[config.mk]
export PLATFORM = sky130hd
export DESIGN_NAME = rtc_display_scheduler
export DESIGN_NICKNAME = d
export VERILOG_FILES = /design/src/rtl/rtc_disp_pkg.sv /design/src/rtl/rtc_display_scheduler_blink_gen.sv /design/src/rtl/rtc_display_scheduler.sv
export SDC_FILE = /design/constraint.sdc
export NUM_CORES = 1
export LEC_CHECK = 0
export BUFFER_PORTS_ARGS = -buffer_cell sky130_fd_sc_hd__buf_2
export CAP_MARGIN = 15
export CELL_PAD_IN_SITES_DETAIL_PLACEMENT = 1
export CELL_PAD_IN_SITES_GLOBAL_PLACEMENT = 1
export CORE_ASPECT_RATIO = 1.75
export CORE_UTILIZATION = 46
export DETAILED_ROUTE_END_ITERATION = 8
export PLACE_DENSITY = 0.82
export SLEW_MARGIN = 20
export SYNTH_ARGS = -nofsm -noshare
export SYNTH_HDL_FRONTEND = slang
export SYNTH_SLANG_ARGS = --single-unit
[constraint.sdc]
create_clock -name CLK -period 8.89 [get_ports CLK]
set_clock_uncertainty 0.15 [all_clocks]
set_input_delay 2.667 -clock CLK [delete_from_list [all_inputs] [get_ports CLK]]
set_output_delay 2.667 -clock CLK [all_outputs]
set_load 0.02 [all_outputs]
[src/rtl/rtc_disp_pkg.sv]
// Shared constants and helpers for the RTC display scheduler.
package rtc_disp_pkg;

  localparam int unsigned N_DIGITS   = 18;
  localparam int unsigned DATE_BASE  = 0;
  localparam int unsigned TIME_BASE  = 6;
  localparam int unsigned TIMER_BASE = 12;
  localparam int unsigned V_ACTIVE   = 480;

  // Edit-field selector: each non-zero value picks the digit pair (2k-2, 2k-1).
  typedef enum logic [3:0] {
    FLD_NONE = 4'd0,
    FLD_DD   = 4'd1,
    FLD_MO   = 4'd2,
    FLD_YY   = 4'd3,
    FLD_HH   = 4'd4,
    FLD_MI   = 4'd5,
    FLD_SS   = 4'd6,
    FLD_THR  = 4'd7,
    FLD_TMIN = 4'd8,
    FLD_TSEC = 4'd9
  } edit_field_e;

  // Slots belonging to the selected edit field; out-of-range selectors give no slots.
  function automatic logic [N_DIGITS-1:0] field_mask(input logic [3:0] fld);
    logic [N_DIGITS-1:0] m;
    m = '0;
    for (int unsigned i = 0; i < N_DIGITS; i++) begin
      m[i] = (fld != FLD_NONE) && (fld <= FLD_TSEC) && (4'(i / 2 + 1) == fld);
    end
    return m;
  endfunction

endpackage

[src/rtl/rtc_display_scheduler_blink_gen.sv]
// Blink phase generator: toggles the phase every BLINK_FRAMES frame ticks.
module blink_gen #(
  parameter int unsigned BLINK_FRAMES = 30
) (
  input  logic CLK,
  input  logic RESET,
  input  logic frame_tick,
  output logic blink_phase
);

  localparam int unsigned CW = (BLINK_FRAMES > 1) ? $clog2(BLINK_FRAMES) : 1;

  logic [CW-1:0] cnt_q, cnt_d;
  logic          phase_q, phase_d;

  // Next-state: count frame ticks, wrap and toggle the phase at the end of a half-period.
  always_comb begin
    cnt_d   = cnt_q;
    phase_d = phase_q;
    if (frame_tick) begin
      if (cnt_q == CW'(BLINK_FRAMES - 1)) begin
        cnt_d   = '0;
        phase_d = ~phase_q;
      end else begin
        cnt_d = cnt_q + CW'(1);
      end
    end
  end

  // Counter and phase registers.
  always_ff @(posedge CLK or posedge RESET) begin
    if (RESET) begin
      cnt_q   <= '0;
      phase_q <= 1'b0;
    end else begin
      cnt_q   <= cnt_d;
      phase_q <= phase_d;
    end
  end

  assign blink_phase = phase_q;

endmodule

[src/rtl/rtc_display_scheduler.sv]
// Frame-synchronous digit scheduler: shadow bank written over req/ack,
// committed to the display bank at vblank start, plus blink mask output.
module rtc_display_scheduler
  import rtc_disp_pkg::*;
#(
  parameter int unsigned BLINK_FRAMES = 30
) (
  input  logic                  CLK,
  input  logic                  RESET,
  input  logic [9:0]            pix_y,
  input  logic                  wr_req,
  input  logic [4:0]            wr_addr,
  input  logic [3:0]            wr_data,
  output logic                  wr_ack,
  output logic                  wr_err,
  input  logic [3:0]            edit_field,
  output logic [4*N_DIGITS-1:0] disp_digits,
  output logic [N_DIGITS-1:0]   disp_blank,
  output logic                  frame_tick
);

  logic                vb;
  logic                vb_q;
  logic                tick_q;
  logic                ack_q, err_q;
  logic                dirty_q, dirty_d;
  logic                accept, wr_bad, commit;
  logic                blink_phase;
  logic [3:0]          shadow_q  [N_DIGITS];
  logic [3:0]          display_q [N_DIGITS];
  logic [N_DIGITS-1:0] blank_q;

  assign vb     = (pix_y >= 10'(V_ACTIVE));
  // Commit owns the tick cycle; a pending request waits one cycle and lands in the next frame.
  assign accept = wr_req & ~ack_q & ~tick_q;
  assign wr_bad = (wr_addr >= 5'(N_DIGITS)) | (wr_data > 4'd9);
  assign commit = tick_q & dirty_q;

  // Vblank edge detect; vb_q resets high so no tick fires straight out of reset.
  always_ff @(posedge CLK or posedge RESET) begin
    if (RESET) begin
      vb_q   <= 1'b1;
      tick_q <= 1'b0;
    end else begin
      vb_q   <= vb;
      tick_q <= vb & ~vb_q;
    end
  end

  // Write handshake: one-cycle ack, with err for dropped writes.
  always_ff @(posedge CLK or posedge RESET) begin
    if (RESET) begin
      ack_q <= 1'b0;
      err_q <= 1'b0;
    end else begin
      ack_q <= accept;
      err_q <= accept & wr_bad;
    end
  end

  // Dirty flag: set by a valid write, cleared by a commit (never in the same cycle).
  always_comb begin
    dirty_d = dirty_q;
    if (commit)             dirty_d = 1'b0;
    else if (accept && !wr_bad) dirty_d = 1'b1;
  end

  // Shadow and display banks.
  always_ff @(posedge CLK or posedge RESET) begin
    if (RESET) begin
      for (int unsigned i = 0; i < N_DIGITS; i++) begin
        shadow_q[i]  <= '0;
        display_q[i] <= '0;
      end
      dirty_q <= 1'b0;
    end else begin
      for (int unsigned i = 0; i < N_DIGITS; i++) begin
        if (accept && !wr_bad && (wr_addr == 5'(i))) shadow_q[i] <= wr_data;
        if (commit) display_q[i] <= shadow_q[i];
      end
      dirty_q <= dirty_d;
    end
  end

  blink_gen #(
    .BLINK_FRAMES(BLINK_FRAMES)
  ) u_blink (
    .CLK        (CLK),
    .RESET      (RESET),
    .frame_tick (tick_q),
    .blink_phase(blink_phase)
  );

  // Registered blank mask for the field under edit.
  always_ff @(posedge CLK or posedge RESET) begin
    if (RESET) blank_q <= '0;
    else       blank_q <= blink_phase ? field_mask(edit_field) : '0;
  end

  // Flatten the display bank onto the output bus.
  always_comb begin
    disp_digits = '0;
    for (int unsigned i = 0; i < N_DIGITS; i++) begin
      disp_digits[4*i +: 4] = display_q[i];
    end
  end

  assign wr_ack     = ack_q;
  assign wr_err     = err_q;
  assign frame_tick = tick_q;
  assign disp_blank = blank_q;

endmodule
==> results of run 1 <==
## registers in the layout, indices dropped and copies added, names as in the netlist
signal               cells
dirty_q                  1
disp_blank               9
disp_digits             72
frame_tick               1
shadow_q                72
u_blink.blink_phase      1
u_blink.cnt_q            5
vb_q                     1
wr_ack                   1
wr_err                   1
## metrics by stage
step           hold WS, ns  power (uW)  worst slack [ns]  instances
4_1_cts             0.3386        1899             4.494        710
6_report            0.3339        1877             4.474        710
5_1_grt             0.3585        1955             4.331        710
3_5_place_dp        0.3255        1166             4.085        678
3_3_place_gp        0.3146        1142             4.121        678
2_1_floorplan       0.2993        1065             1.641        415
## layout make-up
cell class | instances | area, um^2
Clock inverter | 11 | 122.6
Fill cell | 1367 | 6078
Multi-Input combinational cell | 218 | 2237
Tap cell | 177 | 221.5
Timing Repair Buffer | 114 | 576.8
Sequential cell | 164 | 4105
Clock buffer | 21 | 470.5
Inverter | 5 | 23.77
## routing by layer
| layer | vias to the layer above | global-route usage (%) |
|---|---|---|
| li1 | 1691 | - |
| met1 | 2032 | 23.67 |
| met2 | 94 | 39.21 |
| met3 | 20 | 4.728 |
| met4 | 0 | 7.884 |
| met5 | - | 0 |
## cells in the mapped netlist, drive strengths merged (4+ instances only)
| library cell | count |
|---|---|
| nand2b | 4 |
| nand2 | 5 |
| nand4 | 11 |
| nor2 | 6 |
| mux2 | 144 |
| nor2b | 4 |
| buf | 12 |
| inv | 5 |
| dfrtp | 163 |
| clkbuf | 16 |
| nor4b | 8 |
## kinds of logic after synthesis
| kind of cell | count (synthesis) | share of synthesized area (%) |
|---|---|---|
| compound gates | 14 | 1.403 |
| simple gates | 55 | 7.112 |
| mux | 146 | 25.22 |
| buf+inv | 33 | 2.672 |
| fa+ha+maj | 2 | 0.3844 |
| xor+xnor | 1 | 0.1346 |
| flops | 164 | 63.07 |
## worst max-delay path, delay by kind of cell
| kind | cells | cell delay (ns) |
|---|---|---|
| compound gates | 1 | 0.72 |
| mux | 1 | 0.41 |
| buf+inv | 1 | 0.27 |
| simple gates | 1 | 0.49 |
## layout by cell type (no fill, tap or decap), drive strengths merged, types with 3 or more instances in the layout
cell type    n
nor2         6
dfrtp      163
nand2b       4
a21oi        3
nand2        5
nand4       11
nor4b        8
clkbuf      21
clkinv       6
buf        114
nor3         3
nand3        3
inv          7
nor2b        4
mux2       144
o21ai        3
## power by group
group | switching [uW] | internal [uW] | leakage, uW | total (uW)
clock | 289 | 437 | 0.000294 | 726
combinational | 156 | 109 | 0.00163 | 265
sequential | 55.4 | 830 | 0.00223 | 886
total | 500 | 1380 | 0.00415 | 1880
## worst paths after layout
path	from	to	slack (ns)	cells past startpoint
min in group asynchronous	RESET	disp_digits[32]$_DFFE_PP0P_	2.22	2
max reg2reg	frame_tick$_DFF_PP0_	shadow_q[14]$_DFFE_PP0P_	6.39	3
min reg2reg	shadow_q[16]$_DFFE_PP0P_	shadow_q[16]$_DFFE_PP0P_	0.33	1
min	shadow_q[16]$_DFFE_PP0P_	shadow_q[16]$_DFFE_PP0P_	0.33	1
max in group asynchronous	RESET	disp_digits[42]$_DFFE_PP0P_	5.14	3
max	wr_data[2]	shadow_q[71]$_DFFE_PP0P_	4.47	4
==> impl_metrics.yaml, run 1 <==
run_status:
  run_status: "completed"
floorplanning:
  die_x_um: 91.92
  core-area_mm2: 0.01384
  rows: 57
  initial_utilization_pct: 47.04
  pin_count: 119
  dieArea_mm2: 0.01465
  dieHeight_um: 159.4
clocking:
  cts_setup_buffers: 0
  clkTransAtPathRegs_ns: 0.06
  clockBufferDepth: 2
  postCtsHoldBufs: 0
  cts_buffers: 17
  cts_max_level: 4
  cts_tree: "yes"
  cts_root_buf: "clkbuf_16"
  cts.sinks: 164
  clk_latency_ns: 0.42
  cts-resized-gates: 0
sta:
  finalSetupViolCount: 0
  tightest_slew_ns: 1.012
  period_share_pct: 49.67
  drv_slew: 0
  rsz0062_at_grt: "no"
  period_needed_ns: 4.416
  final.setup.tns_ns: 0
  timing_hold_violations_final: 0
  clock.fmax_mhz: 226.4
  slew_headroom_pct: 32.55
route:
  drt-pass1-iter-count: 6
  vias: 3837
  route.met3.wl_um: 465
  topRoutingLayerUsed: "met4"
  met2_length_mm: 8.243
  vias_per_cell: 5.404
  first_iter_violations: 145
  wl_met1_mm: 5.410
  drc: 0
  routed_wl_mm: 14.37
  wl_per_cell_um: 20.24
  drt.antenna.violating_nets: 0
setup_path:
  critPathMaxStageDelay_ns: 0.72
  required_ns: 9.04
  cpMaxStageDelayCell: "o21ai_1"
  endpoint_kind: "register"
  path_max_fanout: 20
  cp-start-kind: "input port"
  criticalPathCategory: "in -> reg"
  crit_arrival_ns: 4.57
  crit_chain: "buf_2 > o21ai_1 > nand4_1 > mux2_2"
yosys:
  netlist.area_leader.share_pct: 62.67
  syn_area_mm2: 0.006509
  synthTopCellsByArea: "dfrtp_1 (63%), mux2_2 (21%), mux2_1 (4.2%)"
  synth_nets: 443
  ys_seq_area_share_pct: 63.07
  synth_edf_count: 0
  synthArstFlopShare_pct: 100.0
  yosys_register_bits: 164
  postSynthAreaPerCell_um2: 15.68
  synth_flop_cell: "dfrtp_1"
  ys_types: 39
  synth_top_area_cell: "dfrtp_1"
  syn_inst: 415
  yosysWarnings: 0
placement:
  placed_area_mm2: 0.007161
  hpwl_mm: 9.539
  gp_congestion: 0.7479
  portBuffers: 113
power_and_ir_drop:
  peakVddDrop_mv: 0.1395
  p_leak_uw: 0.004153
  pwr_density_cell_mw_per_mm2: 241.9
global_route:
  track_usage_pct: 21.34
  grt_max_degree: 87
  grt_overflow: 0
  grt_pass1_wl_mm: 23.52
  first_global_vias: 4270
  grt_antenna_before_repair: 0
finish:
  fin_area_mm2: 0.007757
  syn2layout_area_growth_pct: 19.18
  n_antenna_cell: 0
  finalNetCount: 548
  postLayoutCoreUtil_pct: 56.07
  layout-drive-gt1-share_pct: 52.35
worst_hold_path:
  hold_class: "reg -> reg"
job:
  drv_cap: 0
(Power assumes the default switching activity.)
==> run 2: changes to the inputs <==
CORE_UTILIZATION = 41   (was 46)
PLACE_DENSITY = 0.78   (was 0.82)
clock period = 3.8 ns   (was 8.89 ns; I/O delays follow)
==> run 2 against run 1 <==
Register-to-register slack got worse by 5.1 ns. Clock-buffer cell count rose by 1. Clock power rose by 130%. Final area rose by 0.13%. Setup slack got worse by 3.5 ns. Non-clock buffer count rose by 1. Final cell count rose by 1.1%. Hold slack improved by 0.0056 ns. Highest routed layer unchanged.
==> impl_metrics.yaml, run 2 (same netlist as run 1, synthesis figures left out) <==
placement:
  hpwl_mm: 9.256
  placed_cells: 688
  portBuffers: 113
  gp_congestion: 0.7303
  placed_area_mm2: 0.007191
power_and_ir_drop:
  pwr_density_cell_mw_per_mm2: 559.9
  peakVddDrop_mv: 0.3185
  p_leak_uw: 0.004141
setup_path:
  endpoint_kind: "register"
  cp-start-kind: "input port"
  criticalPathCategory: "in -> reg"
  required_ns: 3.94
  path_max_fanout: 20
  crit_arrival_ns: 2.97
finish:
  final_cell_mix: "dfrtp_1 (163), mux2_2 (120), buf_2 (113)"
  n_antenna_cell: 0
  syn2layout_area_growth_pct: 19.34
  fin_cells: 718
  seq_area_mm2: 0.004105
  fillers: 1553
  multi_input_area_mm2: 0.002237
  finalNetCount: 549
  layout-drive-gt1-share_pct: 52.07
  final_common_cell: "dfrtp_1"
  postLayoutCoreUtil_pct: 50.23
  fin_area_mm2: 0.007767
global_route:
  grt_max_degree: 93
  grt_overflow: 0
  grt_pass1_wl_mm: 22.87
  gr-max-usage-layer: "met2"
  grt_use_met2_pct: 32.21
  use_met1_pct: 20.92
  grt_antenna_before_repair: 0
  grtUsageMet3_pct: 4.500
  first_global_vias: 4247
  track_usage_pct: 18.07
clocking:
  cts_setup_buffers: 0
  cts_tree: "yes"
  cts_max_level: 4
  postCtsHoldBufs: 0
  cts-resized-gates: 0
  clkTransAtPathRegs_ns: 0.06
  cts_root_buf: "clkbuf_16"
  cts.sinks: 164
  clk_latency_ns: 0.41
  cts_buffers: 17
  clockBufferDepth: 2
floorplanning:
  pin_count: 119
  core-area_mm2: 0.01546
  dieHeight_um: 168.7
  dieArea_mm2: 0.01640
  initial_utilization_pct: 42.09
  die_x_um: 97.25
  rows: 60
route:
  drt-pass1-iter-count: 4
  first_iter_violations: 117
  drt.antenna.violating_nets: 0
  vias: 3800
  vias_per_cell: 5.292
  wl_per_cell_um: 18.88
  drc: 0
  routed_wl_mm: 13.55
sta:
  drv_slew: 0
  slew_headroom_pct: 32.78
  timing_hold_violations_final: 0
  period_share_pct: 74.38
  final.setup.tns_ns: 0
  timing.hold.ws_ns: 0.3395
  finalSetupViolCount: 0
  rsz0062_at_grt: "no"
  tightest_slew_ns: 1.008
  period_needed_ns: 2.826
  clock.fmax_mhz: 353.8
job:
  drv_cap: 0
worst_hold_path:
  hold_class: "reg -> reg"
run_status:
  run_status: "completed"
==> run 2: changes by cell type in the layout (fill, tap and decap cells not counted), sizes merged <==
cell / before / now
buf: 114 / 115
clkbuf: 21 / 22
clkinv: 6 / 4
clkinvlp: 1 / 3
inv: 7 / 4
==> run 2: critical path, stage by stage <==
cell     delay [ns]
buf_2          0.27
o21ai_1        0.69
nand4_1        0.46
mux2_2         0.40
==> run 2: area by class of cell <==
cell class	count	area share, %
timing repair buffer	115	7.635
tap	186	2.996
sequential	164	52.85
clock inverter	8	1.321
clock buffer	22	6.105
inverter	5	0.2899
multi-input combinational	218	28.80
==> run 2: metal layers <==
layer	routed length, um	up-vias
li1	-	1698
met1	5299	1989
met2	7479	96
met3	526	17
met4	248	0
met5	0	-
==> run 2: worst paths after layout <==
kind | start | endpoint | slack, ns | cells past startpoint
max reg2reg | frame_tick$_DFF_PP0_ | shadow_q[40]$_DFFE_PP0P_ | 1.32 | 3
min | shadow_q[59]$_DFFE_PP0P_ | shadow_q[59]$_DFFE_PP0P_ | 0.34 | 1
min reg2reg | shadow_q[59]$_DFFE_PP0P_ | shadow_q[59]$_DFFE_PP0P_ | 0.34 | 1
max in group asynchronous | RESET | disp_digits[15]$_DFFE_PP0P_ | 2.02 | 3
max | wr_data[1] | shadow_q[66]$_DFFE_PP0P_ | 0.97 | 4
min in group asynchronous | RESET | shadow_q[37]$_DFFE_PP0P_ | 0.69 | 3
==> run 2: power breakdown <==
part / switching (uW) / internal, uW / leakage, uW
combinational: 358 / 256 / 0.00163
sequential: 127 / 1940 / 0.00223
clock: 653 / 1010 / 0.000278
total: 1140 / 3210 / 0.00414
==> run 2: metrics by stage <==
stage	setup WS (ns)	power [uW]
2_1_floorplan	0.4260	2492
6_report	0.9737	4349
3_3_place_gp	0.5946	2679
3_5_place_dp	0.5323	2727
5_1_grt	0.8060	4537
4_1_cts	0.9892	4407
